===== src/rtl/wm8960_pkg.sv =====
// WM8960 register sequencer: shared constants, state encoding and table entry.
package wm8960_pkg;

  localparam logic [7:0]  DEV_ADDR  = 8'h34;
  localparam logic [6:0]  RESET_REG = 7'h0F;
  localparam logic [15:0] END_MARK  = 16'hFFFF;

  typedef enum logic [3:0] {
    IDLE,
    FETCH,
    LATCH,
    ISSUE,
    WAIT,
    GAP,
    RUN,
    U_ISSUE,
    U_WAIT,
    ERR
  } state_t;

  typedef struct packed {
    logic [6:0] addr;
    logic [8:0] data;
  } entry_t;

  function automatic logic [7:0] b1_of(entry_t e);
    return {e.addr, e.data[8]};
  endfunction

  function automatic logic [7:0] b2_of(entry_t e);
    return e.data[7:0];
  endfunction

endpackage


===== src/rtl/wm8960_reg_seq_if.sv =====
// I2C write-request bundle between the sequencer and the I2C master.
interface wm8960_reg_seq_if;

  logic       Wr_Req;
  logic [7:0] Wr_Dev;
  logic [7:0] Wr_B1;
  logic [7:0] Wr_B2;
  logic       Wr_Done;
  logic       Wr_Err;

  modport master (
    output Wr_Req,
    output Wr_Dev,
    output Wr_B1,
    output Wr_B2,
    input  Wr_Done,
    input  Wr_Err
  );

  modport slave (
    input  Wr_Req,
    input  Wr_Dev,
    input  Wr_B1,
    input  Wr_B2,
    output Wr_Done,
    output Wr_Err
  );

endinterface


===== src/rtl/seq_gap_timer.sv =====
// Down-counter for inter-write idle gaps: load, count to zero, hold.
module seq_gap_timer (
  input  logic        Clk,
  input  logic        Rst_n,
  input  logic        load,
  input  logic [15:0] val,
  output logic        zero
);

  logic [15:0] cnt;

  always_ff @(posedge Clk or negedge Rst_n) begin
    if (!Rst_n) begin
      cnt <= '0;
    end else if (load) begin
      cnt <= val;
    end else if (cnt != 16'd0) begin
      cnt <= cnt - 16'd1;
    end
  end

  assign zero = (cnt == 16'd0);

endmodule


===== src/rtl/wm8960_reg_seq.sv =====
// WM8960 init sequencer: walks a register table over I2C, then serves
// runtime register writes with retry and inter-write gap handling.
module wm8960_reg_seq
  import wm8960_pkg::*;
#(
  parameter int TAB_LEN   = 32,
  parameter int GAP_CYC   = 100,
  parameter int RST_WAIT  = 50000,
  parameter int RETRY_MAX = 3
) (
  input  logic                  Clk,
  input  logic                  Rst_n,
  input  logic                  Go,
  output logic [5:0]            Tab_Addr,
  input  logic [15:0]           Tab_Data,
  wm8960_reg_seq_if.master      wr,
  input  logic                  Usr_Req,
  input  logic [6:0]            Usr_Reg,
  input  logic [8:0]            Usr_Dat,
  output logic                  Usr_Ack,
  output logic                  Usr_Err,
  output logic                  Init_Done,
  output logic                  Init_Err,
  output logic                  Busy
);

  localparam logic [15:0] GAP16 = 16'(GAP_CYC);
  localparam logic [15:0] RST16 = 16'(RST_WAIT);
  localparam logic [7:0]  RMAX  = 8'(RETRY_MAX);
  localparam logic [5:0]  LAST  = 6'(TAB_LEN - 1);

  state_t      state;
  logic [5:0]  idx;
  logic [7:0]  retries;
  logic        usr;
  logic        ok;
  logic        xfer;
  logic        gap_load;
  logic [15:0] gap_val;
  logic        gap_zero;

  assign wr.Wr_Dev = DEV_ADDR;

  assign xfer = (state == ISSUE) || (state == WAIT) ||
                (state == U_ISSUE) || (state == U_WAIT);

  assign gap_load = xfer && (wr.Wr_Done || wr.Wr_Err);

  // Only an acknowledged write to the reset register earns the long wait
  assign gap_val = (wr.Wr_Done && wr.Wr_B1[7:1] == RESET_REG) ?
                   RST16 : GAP16;

  seq_gap_timer u_gap (
    .Clk   (Clk),
    .Rst_n (Rst_n),
    .load  (gap_load),
    .val   (gap_val),
    .zero  (gap_zero)
  );

  always_ff @(posedge Clk or negedge Rst_n) begin
    if (!Rst_n) begin
      state     <= IDLE;
      idx       <= '0;
      retries   <= '0;
      usr       <= 1'b0;
      ok        <= 1'b0;
      Tab_Addr  <= '0;
      wr.Wr_Req <= 1'b0;
      wr.Wr_B1  <= '0;
      wr.Wr_B2  <= '0;
      Usr_Ack   <= 1'b0;
      Usr_Err   <= 1'b0;
      Init_Done <= 1'b0;
      Init_Err  <= 1'b0;
      Busy      <= 1'b0;
    end else begin
      Usr_Ack <= 1'b0;
      Usr_Err <= 1'b0;
      unique case (state)
        IDLE, RUN, ERR: begin
          if (Go) begin
            idx       <= '0;
            retries   <= '0;
            usr       <= 1'b0;
            Tab_Addr  <= '0;
            Init_Done <= 1'b0;
            Init_Err  <= 1'b0;
            Busy      <= 1'b1;
            state     <= FETCH;
          end else if (state == RUN && Usr_Req && !Usr_Ack) begin
            // Usr_Ack guard: requester still holds Usr_Req on the ack cycle
            usr       <= 1'b1;
            retries   <= '0;
            wr.Wr_B1  <= b1_of({Usr_Reg, Usr_Dat});
            wr.Wr_B2  <= b2_of({Usr_Reg, Usr_Dat});
            wr.Wr_Req <= 1'b1;
            Busy      <= 1'b1;
            state     <= U_ISSUE;
          end
        end
        FETCH: state <= LATCH;
        LATCH: begin
          if (Tab_Data == END_MARK) begin
            Init_Done <= 1'b1;
            Busy      <= 1'b0;
            state     <= RUN;
          end else begin
            wr.Wr_B1  <= b1_of(Tab_Data);
            wr.Wr_B2  <= b2_of(Tab_Data);
            wr.Wr_Req <= 1'b1;
            state     <= ISSUE;
          end
        end
        ISSUE, WAIT, U_ISSUE, U_WAIT: begin
          if (wr.Wr_Done) begin
            wr.Wr_Req <= 1'b0;
            retries   <= '0;
            ok        <= 1'b1;
            state     <= GAP;
          end else if (wr.Wr_Err) begin
            wr.Wr_Req <= 1'b0;
            if (retries < RMAX) begin
              retries <= retries + 8'd1;
              ok      <= 1'b0;
              state   <= GAP;
            end else begin
              retries <= '0;
              Busy    <= 1'b0;
              if (usr) begin
                Usr_Ack <= 1'b1;
                Usr_Err <= 1'b1;
                state   <= RUN;
              end else begin
                Init_Err <= 1'b1;
                state    <= ERR;
              end
            end
          end else begin
            state <= usr ? U_WAIT : WAIT;
          end
        end
        GAP: begin
          if (gap_zero) begin
            if (!ok) begin
              wr.Wr_Req <= 1'b1;
              state     <= usr ? U_ISSUE : ISSUE;
            end else if (usr) begin
              Usr_Ack <= 1'b1;
              Busy    <= 1'b0;
              state   <= RUN;
            end else if (idx == LAST) begin
              Init_Done <= 1'b1;
              Busy      <= 1'b0;
              state     <= RUN;
            end else begin
              idx      <= idx + 6'd1;
              Tab_Addr <= idx + 6'd1;
              state    <= FETCH;
            end
          end
        end
        default: state <= IDLE;
      endcase
    end
  end

endmodule


===== src/flat_wrapper.sv =====
// flat-port wrapper written by rule: the top's interface ports become plain ports
module wm8960_reg_seq_flat import wm8960_pkg::*;
#(
  parameter int TAB_LEN   = 32,
  parameter int GAP_CYC   = 100,
  parameter int RST_WAIT  = 50000,
  parameter int RETRY_MAX = 3
)
  (Clk, Rst_n, Go, Tab_Addr, Tab_Data, Usr_Req, Usr_Reg, Usr_Dat, Usr_Ack, Usr_Err, Init_Done, Init_Err, Busy, wr_Wr_Req, wr_Wr_Dev, wr_Wr_B1, wr_Wr_B2, wr_Wr_Done, wr_Wr_Err);
  wm8960_reg_seq_if wr_i ();
  input  logic Clk;
  input  logic Rst_n;
  input  logic Go;
  output logic [5:0] Tab_Addr;
  input  logic [15:0] Tab_Data;
  input  logic Usr_Req;
  input  logic [6:0] Usr_Reg;
  input  logic [8:0] Usr_Dat;
  output logic Usr_Ack;
  output logic Usr_Err;
  output logic Init_Done;
  output logic Init_Err;
  output logic Busy;
  output wire logic [$bits(wr_i.Wr_Req)-1:0] wr_Wr_Req;
  output wire logic [$bits(wr_i.Wr_Dev)-1:0] wr_Wr_Dev;
  output wire logic [$bits(wr_i.Wr_B1)-1:0] wr_Wr_B1;
  output wire logic [$bits(wr_i.Wr_B2)-1:0] wr_Wr_B2;
  input wire logic [$bits(wr_i.Wr_Done)-1:0] wr_Wr_Done;
  input wire logic [$bits(wr_i.Wr_Err)-1:0] wr_Wr_Err;
  assign wr_Wr_Req = wr_i.Wr_Req;
  assign wr_Wr_Dev = wr_i.Wr_Dev;
  assign wr_Wr_B1 = wr_i.Wr_B1;
  assign wr_Wr_B2 = wr_i.Wr_B2;
  assign wr_i.Wr_Done = wr_Wr_Done;
  assign wr_i.Wr_Err = wr_Wr_Err;
  wm8960_reg_seq #(.TAB_LEN(TAB_LEN), .GAP_CYC(GAP_CYC), .RST_WAIT(RST_WAIT), .RETRY_MAX(RETRY_MAX)) u_core (.Clk(Clk), .Rst_n(Rst_n), .Go(Go), .Tab_Addr(Tab_Addr), .Tab_Data(Tab_Data), .wr(wr_i), .Usr_Req(Usr_Req), .Usr_Reg(Usr_Reg), .Usr_Dat(Usr_Dat), .Usr_Ack(Usr_Ack), .Usr_Err(Usr_Err), .Init_Done(Init_Done), .Init_Err(Init_Err), .Busy(Busy));
endmodule

===== config.mk =====
export PLATFORM = sky130hd
export DESIGN_NAME = wm8960_reg_seq_flat
export DESIGN_NICKNAME = d
export VERILOG_FILES = /design/src/rtl/wm8960_pkg.sv /design/src/rtl/wm8960_reg_seq_if.sv /design/src/rtl/seq_gap_timer.sv /design/src/rtl/wm8960_reg_seq.sv /design/src/flat_wrapper.sv
export SDC_FILE = /design/constraint.sdc
export NUM_CORES = 1
export LEC_CHECK = 0
export ABC_CLOCK_PERIOD_IN_PS = 5400
export BUFFER_PORTS_ARGS = -buffer_cell sky130_fd_sc_hd__buf_4
export CAP_MARGIN = 25
export CORE_MARGIN = 4
export CORE_UTILIZATION = 50
export DETAILED_ROUTE_END_ITERATION = 10
export PLACE_DENSITY = 0.75
export SYNTH_ARGS = -nofsm -noshare
export SYNTH_HDL_FRONTEND = slang
export SYNTH_SLANG_ARGS = --single-unit

===== constraint.sdc =====
create_clock -name Clk -period 5.4 [get_ports Clk]
set_input_delay 0.54 -clock Clk [delete_from_list [all_inputs] [get_ports Clk]]
set_output_delay 0.54 -clock Clk [all_outputs]
set_load 0.02 [all_outputs]

* Word-level counts from Yosys, hierarchy flattened *
Cells that the tools add are included.
W data, S select, Z words.

word-level totals
  output and inout bits = 36
  bits of input ports = 38
  logic and storage cells = 160
  flip-flop bits (word level) = 58

cells by class
  add/sub/neg operators = 3
  eq/ne operators = 30
  multiplexer cells = 79
  reduce and logical (&&, ||, !) cells = 33
  magnitude comparators = 1

operators by type and width
  cell                     number
  $mux W8                  11
  $mux W16                 3
  $pmux W8 S2              3
  $mux W4                  10
  $mux W1                  37
  $mux W6                  5
  $ne A2 B2 Y1 const B     10
  $pmux W4 S5              1
  $eq A16 B16 Y1 const B   1
  $eq A4 B3 Y1 const B     4
  $logic_not A16 Y1        1
  $reduce_bool A16 Y1      1
  $sub A16 B1 Y16 const B  1
  $reduce_and A7 Y1        2
  $reduce_bool A2 Y1       7
  $pmux W6 S2              1
  $reduce_and A6 Y1        2
  $ne A2 B1 Y1 const B     5
  $mux W3                  3
  $reduce_and A9 Y1        1
  $add A8 B1 Y8 const B    1
  $eq A4 B2 Y1 const B     2
  $eq A4 B4 Y1 const B     2
  $lt A8 B2 Y1 const B     1
  21 further kinds         31

* Logic depth before layout (Yosys ltp) *
  depth in word-level cells = 6
  depth in mapped cells = 9
  mapped depth without buffers = 8

* By module *
A second synthesis with hierarchy kept.

second synthesis, totals
  cell total of the unflattened synthesis = 402
  area, all modules = 3664.8 um^2

modules (own cells, without submodules)
  module          cells each  instances  area each (um^2)
  wm8960_reg_seq  298         1          2658.8
  seq_gap_timer   104         1          1006.0

* Worst setup path after synthesis *
Ideal clock, no wire load.

  path type = register to register
  start point = reg u_core.u_gap.cnt[6]
  end point = reg u_core.Busy
  cell stages (with the launch flop) = 8
  slack = 3.185 ns
  library setup time = 0.125 ns
  required time = 5.275 ns
  data arrival time = 2.090 ns
  clock period less this slack = 2.215 ns
  cell sequence = dfrtp_1 > or4_4 > nor4_4 > and3_1 > buf_6 > o211a_4 > o2111ai_2 > mux2_4

between the ends
  longest elaborated chain between the ends = 3

ends and longest elaborated chain
  what                         line                  text
  from (decl)                  seq_gap_timer.sv:10   logic [15:0] cnt;
  from (signal assigned)       seq_gap_timer.sv:16   cnt <= val;
  from (signal assigned)       seq_gap_timer.sv:18   cnt <= cnt - 16'd1;
  $logic_not A16 Y1            seq_gap_timer.sv:22   assign zero = (cnt == 16'd0);
  $ne A2 B1 Y1 (no line)       n/a
  $reduce_and A9 Y1 (no line)  n/a
  to (signal assigned)         wm8960_reg_seq.sv:76  Busy <= 1'b0;
  to (signal assigned)         wm8960_reg_seq.sv:89  Busy <= 1'b1;
  to (signal assigned)         wm8960_reg_seq.sv:98  Busy <= 1'b1;
  to (decl)                    wm8960_reg_seq.sv:24  output logic Busy

Every way passes these cells.
A chain may end at the register's enable or synchronous reset.

* Final worst setup path *
  start point = reg u_core.state[0]
  end point = reg u_core.Tab_Addr[5]

between the ends
  longest elaborated chain between the ends = 4
  elaborated cells on any way between the ends = 13

ends and longest elaborated chain
  what                                                          line                   text
  from (decl)                                                   wm8960_reg_seq.sv:32   state_t state;
  from (signal assigned)                                        wm8960_reg_seq.sv:140  state <= usr ? U_WAIT : WAIT;
  from (signal assigned)                                        wm8960_reg_seq.sv:147  state <= usr ? U_ISSUE : ISSUE;
  $eq A4 B4 Y1 (tied with other cells)                          wm8960_reg_seq.sv:80   unique case (state)
  $reduce_or A3 Y1                                              wm8960_reg_seq.sv:80
  $ne A2 B2 Y1 (no line) or $reduce_bool A2 Y1 (tied branches)  n/a
  $reduce_and A6 Y1 (no line)                                   n/a
  to (signal assigned)                                          wm8960_reg_seq.sv:158  Tab_Addr <= idx + 6'd1;
  to (decl)                                                     wm8960_reg_seq.sv:14   output logic [5:0] Tab_Addr,

Parallel ways exist; a longest one is shown, timed or not.

==> summary.txt <==
Yosys
  • Commonest cells post-synth: dfrtp_1, nor2_1, a21oi_1
  • Number of flops mapped to enable cells by yosys: 0
  • Syn_area_per_cell: 9.27 sq um
  • Synth Flop Type: dfrtp_1
  • Sequential-to-total area share from yosys stat: 0.439
  • Yosys cell types: 58
  • Async set-or-reset flop fraction in the synthesized netlist: 1.00
  • Yosys warns: 0
  • Most common cell in the synthesized netlist: dfrtp_1
  • Synth top area cells: dfrtp_1, a21oi_1, mux2i_1, nor2_1, xnor2_1
  • Yosys top cell area share: 0.439
  • Seq cells post-synth: 58
  • Synthesized cell area: ~3300 sq um
  • Synth Instances: 357
  • Largest area contributor in the netlist: dfrtp_1

CTS
  • Clock tree buffer depth: 2
  • Clk root buf: clkbuf_8
  • Post-CTS Repair Setup Buffers: 0
  • Clock Latency Late Sink: roughly 0.33 ns
  • Resized Gates After CTS: 0
  • Clk pin slew, worst setup/hold paths: 0.07 ns
  • CTS sink cnt: 58
  • TritonCTS Buffers: 9
  • H-tree levels: 3
  • CTS tree: done
  • # hold bufs at CTS: 0

Power
  • PwrDens: between 500 and 600 nW/um^2
  • LEAKAGE: around 1.7 nW
  • VDD IR max: around 300 uV

Floorplan
  • Chip width: 89.3 um
  • Site Rows: 29
  • IO Pins: 74
  • Die ar.: ~8000 sq um
  • Initial core utilization: 0.518
  • Die H: roughly 89 um
  • Core Box Area: ~6400 sq um

Layout
  • N_diodes: 0
  • Final design utilization: 0.632
  • Fin area: 4040 sq um
  • # fillers: roughly 530
  • Layout cells sized above 1: 0.225
  • Area Overhead vs Synth: 22.0%
  • Nets@finish: ~460

Place
  • Number of buffers added on ports: 65
  • Placed Area: 3780 sq um
  • Final GP Congestion: 0.897
  • Dpl hpwl: 5510 um

STA
  • Slew margin rel.: 0.370
  • Final slew viol count: 0
  • Final Cycle Share: 0.491
  • Period minus WS final: ~2.6 ns
  • Final setup viols: 0
  • Setup_tns: 0 ns
  • Hold Vio Cnt, Final: 0
  • Unrepaired setup endpoints after global routing: false
  • Slew @ Worst Pin: roughly 0.95 ns
  • Clock Skew: 0.00744 ns
  • F_max: around 0.38 GHz

Global route
  • Largest net degree at the start of global routing: just under 60
  • Gr usage total: 0.203
  • First-pass GRT wire length: 12600 um
  • Initial antenna violation count: 0
  • Global route total overflow: 0
  • Vias in the first global route: 2744

Drt
  • Drc violations: 0
  • Final wirelength: 7510 um
  • Drt wl/cell: ~15 um
  • Starting DRT DRC Count: between 150 and 200
  • Antenna Nets Post-Route: 0
  • 1st-pass router iterations: 5
  • Vias per cell: ~5.7
  • Vias: 2821

Min path
  • Min-Delay Path Class: in2async

Status
  • Status: completed

Critical path
  • Worst Path Required: 5.62 ns
  • CP startpoint: u_core.state[0]
  • RR Startpoint: u_core.state[0]
  • Critical path startpoint category: flop
  • Critical Path Sink: u_core.Tab_Addr[5]
  • R2R depth: 6
  • Worst Setup End Kind: flop
  • R2r setup slk: between 2 and 3 ns
  • Critical Path Fanout Max: 13
  • WP data arrival: ~2.9 ns
  • R2R Path End: u_core.Tab_Addr[5]
  • Crit path kind: reg2reg

Flow run
  • Max-Cap Viols: 0
## worst min path at each step
stage                                from  slack (ns)                   to  cells after the start
after floorplan                     Rst_n        0.24          u_core.Busy                      0
after global placement    u_core.Init_Err        0.48      u_core.Init_Err                      2
after detailed placement  u_core.Init_Err        0.48      u_core.Init_Err                      2
after CTS                           Rst_n        0.29  u_core.u_gap.cnt[2]                      1
after global routing                Rst_n        0.33    u_core.retries[7]                      1
final                               Rst_n        0.25  u_core.u_gap.cnt[2]                      1
## sequential cells by signal, summed over array words and instances (netlist names)
name,cells
u_core.Usr_Err,1
u_core.Init_Err,1
u_core.Usr_Ack,1
u_core.wr.Wr_B2,8
u_core.wr.Wr_Req,1
u_core.Tab_Addr,6
u_core.Busy,1
u_core.Init_Done,1
u_core.wr.Wr_B1,8
u_core.u_gap.cnt,16
u_core.usr,1
u_core.ok,1
u_core.retries,8
u_core.state,4
## stage by stage
stage	worst slack [ns]	hold slack, ns	std cells	total power, W
floorplan	3.19	0.244	363	0.00138
global placement	2.63	0.478	481	0.00164
detailed placement	2.50	0.484	481	0.00166
CTS	2.50	0.291	497	0.00211
global route	2.56	0.327	499	0.00229
finish	2.75	0.253	499	0.00212
## placed cells by master, fill, tap and decap left out, types with 10 or more instances in the layout
master / synthesis / layout
nor2_1: 45 / 45
dfrtp_1: 58 / 58
clkbuf_8: 0 / 10
o21ai_0: 13 / 13
xnor2_1: 13 / 13
mux2i_1: 17 / 17
buf_4: 8 / 66
a21oi_1: 34 / 34
nand3_1: 10 / 10
nand2_1: 27 / 27
## area by class of cell
cell class | count | area [sq um] | share of cell area
Clock inverter | 5 | 77.6 | 0.0192
Timing Repair Buffer | 67 | 523 | 0.130
Multi-Input combinational cell | 273 | 1720 | 0.425
Tap cell | 77 | 96.3 | 0.0239
Sequential cell | 58 | 1450 | 0.360
Inverter | 8 | 30.0 | 0.00744
Clock buffer | 11 | 141 | 0.0350
## cells by family (layout without fill, tap and decap cells)
logic type | Yosys count | in the layout | synth area share
compound gates | 82 | 82 | 0.158
xor+xnor | 17 | 17 | 0.0450
fa+ha+maj | 3 | 3 | 0.0113
buf+inv | 32 | 91 | 0.0492
flops | 58 | 58 | 0.439
mux | 19 | 19 | 0.0594
other cells | 2 | 8 | 0.00227
simple gates | 144 | 144 | 0.236
## worst max-delay path: stages (launching register included)
cell and delay, ns:
dfrtp_1 0.61, nor2b_2 0.32, nor3b_2 0.55, a32oi_1 0.41, nor4_1 0.43, xnor2_1 0.16
nor2_1 0.06
## power breakdown
group          switching (W)  internal, W
combinational       0.000552     0.000431
sequential          0.000136     0.000564
clock               0.000167     0.000271
total               0.000855      0.00127
## layer usage
metal | GRT usage | wire [um] | up-vias
met2 | 0.297 | 3400 | 109
met5 | 0 | 0 | -
met1 | 0.287 | 3440 | 1306
met3 | 0.0618 | 551 | 14
met4 | 0.0704 | 116 | 0
li1 | - | - | 1392
Power figures use the tool's default switching activity.
